**src/rtl/ram_dp_arbiter.sv**
```systemverilog
// Round-robin arbiter sharing a true dual-port RAM between NREQ requesters.
// Grants up to two requests per cycle, blocks cross-port address hazards, routes read data back.
module ram_dp_arbiter #(
   parameter int unsigned NREQ = 4,
   parameter int unsigned AW   = 6,
   parameter int unsigned DW   = 8
) (
   input  logic                 clk,
   input  logic                 rst,
   input  logic [NREQ-1:0]      req,
   input  logic [NREQ-1:0]      req_we,
   input  logic [NREQ*AW-1:0]   req_addr,
   input  logic [NREQ*DW-1:0]   req_wdata,
   output logic [NREQ-1:0]      gnt,
   output logic [NREQ-1:0]      rvalid,
   output logic [NREQ*DW-1:0]   rdata,
   output logic [DW-1:0]        data_a,
   output logic [DW-1:0]        data_b,
   output logic [AW-1:0]        addr_a,
   output logic [AW-1:0]        addr_b,
   output logic                 we_a,
   output logic                 we_b,
   input  logic [DW-1:0]        q_a,
   input  logic [DW-1:0]        q_b
);

   localparam int unsigned IW = (NREQ > 1) ? $clog2(NREQ) : 1;

   logic [IW-1:0] ptr_q, ptr_d;
   logic          rd_a_vld_q, rd_a_vld_d;
   logic          rd_b_vld_q, rd_b_vld_d;
   logic [IW-1:0] rd_a_idx_q, rd_a_idx_d;
   logic [IW-1:0] rd_b_idx_q, rd_b_idx_d;

   logic          a_found, b_found;
   logic [IW-1:0] a_idx, b_idx, cand;

   // Modular add for index wrap; NREQ need not be a power of two.
   function automatic logic [IW-1:0] wrap_add(input logic [IW-1:0] base, input int unsigned k);
      int unsigned s;
      s = 32'(base) + k;
      if (s >= NREQ) s = s - NREQ;
      return IW'(s);
   endfunction

   // Scan from ptr: first requester takes port A, first non-conflicting one after it takes port B.
   always_comb begin
      a_found = 1'b0;
      a_idx   = '0;
      b_found = 1'b0;
      b_idx   = '0;
      cand    = '0;
      for (int unsigned k = 0; k < NREQ; k++) begin
         cand = wrap_add(ptr_q, k);
         if (req[cand]) begin
            if (!a_found) begin
               a_found = 1'b1;
               a_idx   = cand;
            end else if (!b_found &&
                         !((req_addr[32'(cand)*AW +: AW] == req_addr[32'(a_idx)*AW +: AW]) &&
                           (req_we[cand] || req_we[a_idx]))) begin
               b_found = 1'b1;
               b_idx   = cand;
            end
         end
      end
   end

   // Grant and RAM port drive; everything forced idle while reset is held.
   always_comb begin
      gnt    = '0;
      we_a   = 1'b0;
      addr_a = '0;
      data_a = '0;
      we_b   = 1'b0;
      addr_b = '0;
      data_b = '0;
      if (!rst) begin
         if (a_found) begin
            gnt[a_idx] = 1'b1;
            we_a       = req_we[a_idx];
            addr_a     = req_addr[32'(a_idx)*AW +: AW];
            data_a     = req_wdata[32'(a_idx)*DW +: DW];
         end
         if (b_found) begin
            gnt[b_idx] = 1'b1;
            we_b       = req_we[b_idx];
            addr_b     = req_addr[32'(b_idx)*AW +: AW];
            data_b     = req_wdata[32'(b_idx)*DW +: DW];
         end
      end
   end

   // Pointer advances past the last winner; granted reads are tagged for the return cycle.
   always_comb begin
      ptr_d      = ptr_q;
      rd_a_vld_d = 1'b0;
      rd_a_idx_d = a_idx;
      rd_b_vld_d = 1'b0;
      rd_b_idx_d = b_idx;
      if (a_found) begin
         ptr_d      = wrap_add(b_found ? b_idx : a_idx, 1);
         rd_a_vld_d = !req_we[a_idx];
      end
      if (b_found) begin
         rd_b_vld_d = !req_we[b_idx];
      end
   end

   // Steer the RAM read data to the requester recorded in each port tag.
   always_comb begin
      rvalid = '0;
      rdata  = '0;
      for (int unsigned i = 0; i < NREQ; i++) begin
         if (rd_a_vld_q && (rd_a_idx_q == IW'(i))) begin
            rvalid[i]            = 1'b1;
            rdata[i*DW +: DW]    = q_a;
         end else if (rd_b_vld_q && (rd_b_idx_q == IW'(i))) begin
            rvalid[i]            = 1'b1;
            rdata[i*DW +: DW]    = q_b;
         end
      end
   end

   always_ff @(posedge clk or posedge rst) begin
      if (rst) begin
         ptr_q      <= '0;
         rd_a_vld_q <= 1'b0;
         rd_a_idx_q <= '0;
         rd_b_vld_q <= 1'b0;
         rd_b_idx_q <= '0;
      end else begin
         ptr_q      <= ptr_d;
         rd_a_vld_q <= rd_a_vld_d;
         rd_a_idx_q <= rd_a_idx_d;
         rd_b_vld_q <= rd_b_vld_d;
         rd_b_idx_q <= rd_b_idx_d;
      end
   end

endmodule

```
**config.mk**
```make
export PLATFORM = sky130hd
export DESIGN_NAME = ram_dp_arbiter
export DESIGN_NICKNAME = d
export VERILOG_FILES = /design/src/rtl/ram_dp_arbiter.sv
export SDC_FILE = /design/constraint.sdc
export NUM_CORES = 1
export LEC_CHECK = 0
export CORE_MARGIN = 2
export CORE_UTILIZATION = 35
export CTS_BUF_LIST = sky130_fd_sc_hd__clkbuf_8
export DETAILED_ROUTE_END_ITERATION = 16
export PLACE_DENSITY = 0.74
export SKIP_LAST_GASP = 1
export SYNTH_ARGS = -nofsm -noshare
export SYNTH_HDL_FRONTEND = slang
export SYNTH_SLANG_ARGS = --single-unit
```
**constraint.sdc**
```tcl
create_clock -name clk -period 15.2 [get_ports clk]
set_input_delay 3.8 -clock clk [delete_from_list [all_inputs] [get_ports clk]]
set_output_delay 3.8 -clock clk [all_outputs]
set_load 0.05 [all_outputs]
```
=== Word-level counts from Yosys, hierarchy flattened ===
Cells that the tools add are included.

* $add $sub $neg: 9
* Multipliers: 8
* $lt $le $gt $ge: 16
* Eq/ne operators: 9
* Shifts and indexed selects: 10
* Mux-type cells: 97
* Bitwise gates (word level): 1
* Reductions and logical operators: 26

{| class="wikitable"
|+ Operators with widths
! cell !! number
|-
| $shiftx 24x6->6 || 8
|-
| $mux 8 || 12
|-
| $shiftx 32x6->8 || 2
|-
| $mux 2 || 22
|-
| $mux 1 || 41
|-
| $mul 2x2->4 const B || 8
|-
| $lt 2x3->1 const B || 9
|-
| $bmux 1 s2 || 12
|-
| $mux 6 || 4
|-
| $eq 6x6->1 || 3
|-
| $mux 4 || 4
|-
| $logic_and 1x1->1 || 15
|-
| $ge 3x3->1 const B || 4
|-
| $sub 2x1->2 const B || 5
|-
| $eq 2x2->1 const B || 4
|-
| $add 2x1->3 const B || 2
|-
| $add 2x2->3 const B || 2
|-
| $logic_not 1->1 || 6
|-
| $demux 1 s2 || 2
|-
| $eq 2x1->1 const B || 2
|-
| $ge 2x1->1 const B || 2
|-
| $logic_not 2->1 || 2
|-
| $or 4x4->4 || 1
|-
| $ge 2x3->1 const B || 1
|-
| $logic_or 1x1->1 || 3
|}

* Bits in registers: 8
* Input port bits: 82
* Output and inout port bits: 70

=== Longest topological paths before layout ===
* Depth after elaboration: 29
* Depth in mapped cells: 22
* Gate-level depth less buffers: 15

=== Worst setup path after synthesis ===
No wires, ideal clock.

* Kind: input -> output
* Start: in req[2]
* End: out addr_b[3]
* Data arrival time: 8746 ps
* Data required time: 11400 ps
* Slack: 2654 ps
* Stages on the path: 18
* Cell sequence: clkbuf_1 nor2b_1 o21ai_2 o21ai_0 ha_1 inv_1 mux2i_1 or3_1 buf_2 nand2_2 mux4_2 xor2_1 nor4_2 a31o_1 buf_6 o21ai_0 a31o_2 o31ai_1

* Word-level cells in the longest chain between the ends: 24

{| class="wikitable"
|+ RTL lines
! item !! RTL line !! source
|-
| start, declared || 10 || <nowiki>input logic [NREQ-1:0] req,</nowiki>
|-
| $bmux 1 s2 || 55 || <nowiki>if (req[cand]) begin</nowiki>
|-
| $mux 1 (not written as such) || 55 ||
|-
| $mux 2 || 55 ||
|-
| $mul 2x2->4 / $bmux 1 s2 (equally long branches) || 60, 61 ||
|-
| $shiftx 24x6->6 / $mux 1 (equally long branches) || 60, 61 ||
|-
| $eq 6x6->1 / $logic_or 1x1->1 (equally long branches) || 60, 61 ||
|-
| $logic_and 1x1->1 || 60 || <nowiki>!((req_addr[32'(cand)*AW +: AW] == req_addr[32'(a_idx)*AW +: AW]) &&</nowiki>
|-
| $mux 1 || 59 || <nowiki>end else if (!b_found &&</nowiki>
|-
| [8 not listed] || - ||
|-
| $logic_and 1x1->1 || 59 ||
|-
| $mux 2 || 59 ||
|-
| $mux 2 || 56 || <nowiki>if (!a_found) begin</nowiki>
|-
| $mux 2 || 55 ||
|-
| $mul 2x2->4 || 88 || <nowiki>addr_b = req_addr[32'(b_idx)*AW +: AW];</nowiki>
|-
| $shiftx 24x6->6 || 88 ||
|-
| $mux 6 (*) || 85 || <nowiki>if (b_found) begin</nowiki>
|-
| $mux 6 (*) || 78 || <nowiki>if (!rst) begin</nowiki>
|-
| end, declared || 20 || <nowiki>output logic [AW-1:0] addr_b,</nowiki>
|}

Every way passes the cells marked *; elsewhere a longest branch is shown, timed or not. The select of a mux whose other input is x is not followed.

=== Final worst setup path ===
* Start: in req[2]
* End: out data_b[7]

* Word-level cells in the longest chain between the ends: 23

{| class="wikitable"
|+ RTL lines
! item !! RTL line !! source
|-
| $bmux 1 s2 || 55 ||
|-
| $mux 1 (not written as such) || 55 ||
|-
| $mux 2 || 55 ||
|-
| $mul 2x2->4 / $bmux 1 s2 (equally long branches) || 60, 61 ||
|-
| $shiftx 24x6->6 / $mux 1 (equally long branches) || 60, 61 ||
|-
| $eq 6x6->1 / $logic_or 1x1->1 (equally long branches) || 60, 61 ||
|-
| $logic_and 1x1->1 || 60 ||
|-
| $mux 1 || 59 ||
|-
| [7 not listed] || - ||
|-
| $logic_not 1->1 || 59 ||
|-
| $logic_and 1x1->1 || 59 ||
|-
| $mux 2 || 59 ||
|-
| $mux 2 || 56 ||
|-
| $mux 2 || 55 ||
|-
| $shiftx 32x6->8 || 89 || <nowiki>data_b = req_wdata[32'(b_idx)*DW +: DW];</nowiki>
|-
| $mux 8 (*) || 85 ||
|-
| $mux 8 (*) || 78 ||
|-
| end, declared || 18 || <nowiki>output logic [DW-1:0] data_b,</nowiki>
|}

Marks and branches as above.

==> results.txt <==
The run finished with clean final reports. The synthesized instance count came out at between 500 and 600. The post-synthesis area per instance is 7.778 µm². The minimum hold slack came out at 0.9751 ns. The root buffer cell chosen for the clock tree is clkbuf_8. The number of fill cells in the layout came out at 1,133. The transition at the pin with the smallest max-transition slack is 1.051 ns.

CTS saw 8 sinks. Yosys attributes the largest share of cell area to mux2i_1 16%, mux4_2 7.7%, a22o_1 7.3%, mux2_2 5.8%, dfrtp_1 4.9%. The critical path goes through clkdlybuf4s50_1, nor2b_1, o21ai_2, o21ai_0, ha_1, inv_1, mux2i_1, or3_1, nand2_2, mux4_2, xor2_1, nor4_2, a31o_1, o221ai_2, buf_4, mux2i_1, o211ai_1, clkdlybuf4s50_1. Among all cell types in the netlist, the one instantiated most often is mux2i_1. The cell family contributing the most delay on the critical path is buffers and inverters. The start-to-end type of the worst setup path is in2out. The number of antenna diodes came out at 0.

In this run the worst path has a maximum fanout of 21. The critical path data required time is 11.40 ns. For this run the aggregate overflow at the end of global routing stands at 0.

The number of nets handed over by synthesis was 610. The ratio of final minimum period to clock period came out at just over 90%. The post-CTS clock slew at the launch and capture registers of the worst setup and hold paths is 0.04 ns. In the routed design, unresolved DRC markers number 0.

Synthesis inferred 8 register bits. For this run, the detailed router's first-pass iteration total came to 6. In this run the core area contains 39 standard-cell rows. At the placement stage, the worst setup path has a slack of 1.079 ns. The count of non-filler cells in the finished layout is 786. The power density of the placed cells came out at between 200 and 300 nW/µm². The post-cts sizing count is 0.

Ranked by instance count, the synthesized netlist is headed by 65 x mux2i_1, 47 x nor2_1, 34 x a22o_1, 34 x nand2_1, 31 x nand3_1. After synthesis, flip-flops and latches occupy 4.893% of the total area. The achievable clock frequency is 70.68 MHz.

Setup repair after global routing left no endpoint under its margin. For this block, the initial DRC count from the detailed router was roughly 370. The clock period minus final worst setup slack is 14.15 ns. The hold violation count in the final report is 0. The congestion estimate from routability-driven global placement came to 0.9654. Among all stages on the critical path, the largest delay is contributed by clkdlybuf4s50_1. The share of final-layout standard cells stronger than drive strength 1 is 11.20%. The die width came out at 112.1 µm. The share of synthesized registers carrying an async set or reset came out at 100.0%. The headroom to the max-slew limit is 29.36%. In this run the biggest area consumer among cell types represents 15.90% of the synthesized area.

The total number of vias came out at ~5,000. The layout net count came out at ~730. On the worst path, the slowest cell contributes a delay of 0.83 ns. The maximum ir drop on the vdd rail came out at 0.1569 mV. The worst setup path is launched from an input port. The floorplan step defined a die boundary enclosing 12,570 µm². The average vias per placed instance is around 6.3.

mux2i_1 takes more of the synthesized area than any other cell. The later pin in the worst-skew pair is clocked with a latency of approximately 0.22 ns. The HPWL after detailed placement came out at 11.65 mm. The final-report max-slew violation count came out at 0. The clock tree buffer depth is 2. The count of flip-flops with a built-in enable after synthesis came out at 0. The number of distinct library cell variants in the gate-level netlist after synthesis is 71. For the worst setup path, the data arrival time is 10.35 ns. The worst setup slack after layout is 1.051 ns.

The TritonCTS clock tree is done. The global-route wire length before repair is 25.18 mm. For this run, the leading register cell type out of synthesis is dfrtp_1. The number of global-route vias before repair came to roughly 4,700. The number of antenna-violating nets in the routed design came out at 0. The worst setup skew after layout came out at 0.002862 ns.

Max-cap violations in this run came to 0. The worst hold path belongs to the class reg2reg. In this run the vertical extent of the chip is around 110 µm. The largest net degree at the start of global routing is 69.

The static power due to leakage came out at 2.098 nW. In this run the standard cell core region covers 11,420 µm². The setup fix buffers added after clock tree synthesis is 0.

The mapped netlist covers between 4000 and 5000 µm². Together, buffers and inverters on the worst path number 4. The wire length per cell after detailed routing is just over 20 µm. Setup violations remaining at the end of the flow were counted as 0. The Yosys warning count is 0.

The quantity of I/O buffers inserted on ports is 151. The area growth from synthesis to layout came out at 38.35%. The maximum level of the CTS H-tree is 1.

The worst setup path is captured at an output pin. The total global routing track utilization is 23.75%. The total wire length is ~16 mm. The total placed cells including tap cells is 782.

The setup TNS after final layout came out at 0 ns. The number of hold-repair buffers added at the cts stage is 0. The number of antenna violations at the first check in global routing is 0. The starting density of the core is between 30% and 40%. The count of boundary I/O pins came out at 152. Buffers inserted during clock tree synthesis total 3.
where the power goes:
part           switching [mW]  internal, mW  leakage [nW]
Combinational           0.947         0.555          1.98
Sequential            0.00855        0.0339        0.0936
Clock                 0.00805        0.0175        0.0269
Total                   0.963         0.606          2.10
layout make-up:
type	instances	area (µm²)	area share, %
Sequential cell	8	202.7	3.581
Timing Repair Buffer	159	1572	27.76
Clock inverter	1	3.754	0.06631
Inverter	9	33.78	0.5968
Multi-Input combinational cell	463	3628	64.10
Tap cell	143	178.9	3.161
Clock buffer	3	41.29	0.7294
worst min-delay path, stage by stage, from the launching register on:
cell	delay [ns]
dfrtp_2	0.38
buf_4	0.31
a21o_1	0.24
cell usage in the layout (no fill, tap or decap), drive strengths merged, types with 3 or more instances in the layout:
cell           count
o211ai            16
mux2i             67
dfrtp              8
buf                8
a211o              3
mux4              14
o211a              3
nor2b              8
clkbuf             3
o21ai             20
xor2               9
a22o              34
clkdlybuf4s50    151
nand3b             3
nand2             36
a221o              4
nor2              47
o21a               4
o31ai              5
nand3             31
a211oi            25
a21oi             25
inv               10
nand2b             8
mux2              24
and2               6
a221oi             6
nor3b              4
nor3               8
xnor2              9
a22oi              6
state kept, by name, summed over array words and instances (netlist names):
register / count
rd_a_idx_q: 2
rd_b_idx_q: 2
ptr_q: 2
rd_b_vld_q: 1
rd_a_vld_q: 1
path summary, 6_finish.rpt:
check / slack [ns] / cells after the start / from / endpoint
max reg2reg: 9.24 / 17 / ptr_q[0] / ptr_q[1]
max: 1.05 / 18 / req[2] / data_b[7]
min reg2reg: 0.98 / 2 / ptr_q[0] / ptr_q[0]
min in group asynchronous: 3.98 / 2 / rst / rd_a_idx_q[1]
max in group asynchronous: 10.92 / 2 / rst / ptr_q[0]
min: 0.98 / 2 / ptr_q[0] / ptr_q[0]
per-stage QoR:
step / total power [mW] / util, % / area (µm²)
6_report: 1.569 / 49.57 / 5660
4_1_cts: 1.562 / 49.57 / 5660
3_5_place_dp: 1.531 / 49.18 / 5615
2_1_floorplan: 1.177 / - / 4091
5_1_grt: 1.664 / 49.57 / 5660
3_3_place_gp: 1.509 / 49.18 / 5615
kinds of logic after synthesis:
| logic type | Yosys count | share of synthesized area [%] |
|---|---|---|
| flip-flops | 8 | 4.893 |
| AO/OA/AOI/OAI | 171 | 32.02 |
| buffers and inverters | 55 | 6.789 |
| adder cells (fa/ha/maj) | 3 | 0.8562 |
| AND/OR/NAND/NOR | 166 | 20.49 |
| multiplexers | 105 | 31.10 |
| XOR/XNOR | 18 | 3.853 |
layer usage:
| layer | global-route usage, % | up-vias | wire length [µm] | share of wire (%) |
|---|---|---|---|---|
| met4 | 5.691 | 0 | 396 | 2.5 |
| met5 | 0 | - | 0 | 0 |
| met1 | 33.01 | 2373 | 6858 | 43 |
| met3 | 3.510 | 47 | 1185 | 7.5 |
| met2 | 38.92 | 237 | 7395 | 47 |
| li1 | - | 2297 | - | - |
Note: power is estimated with default switching activity, not from simulation.
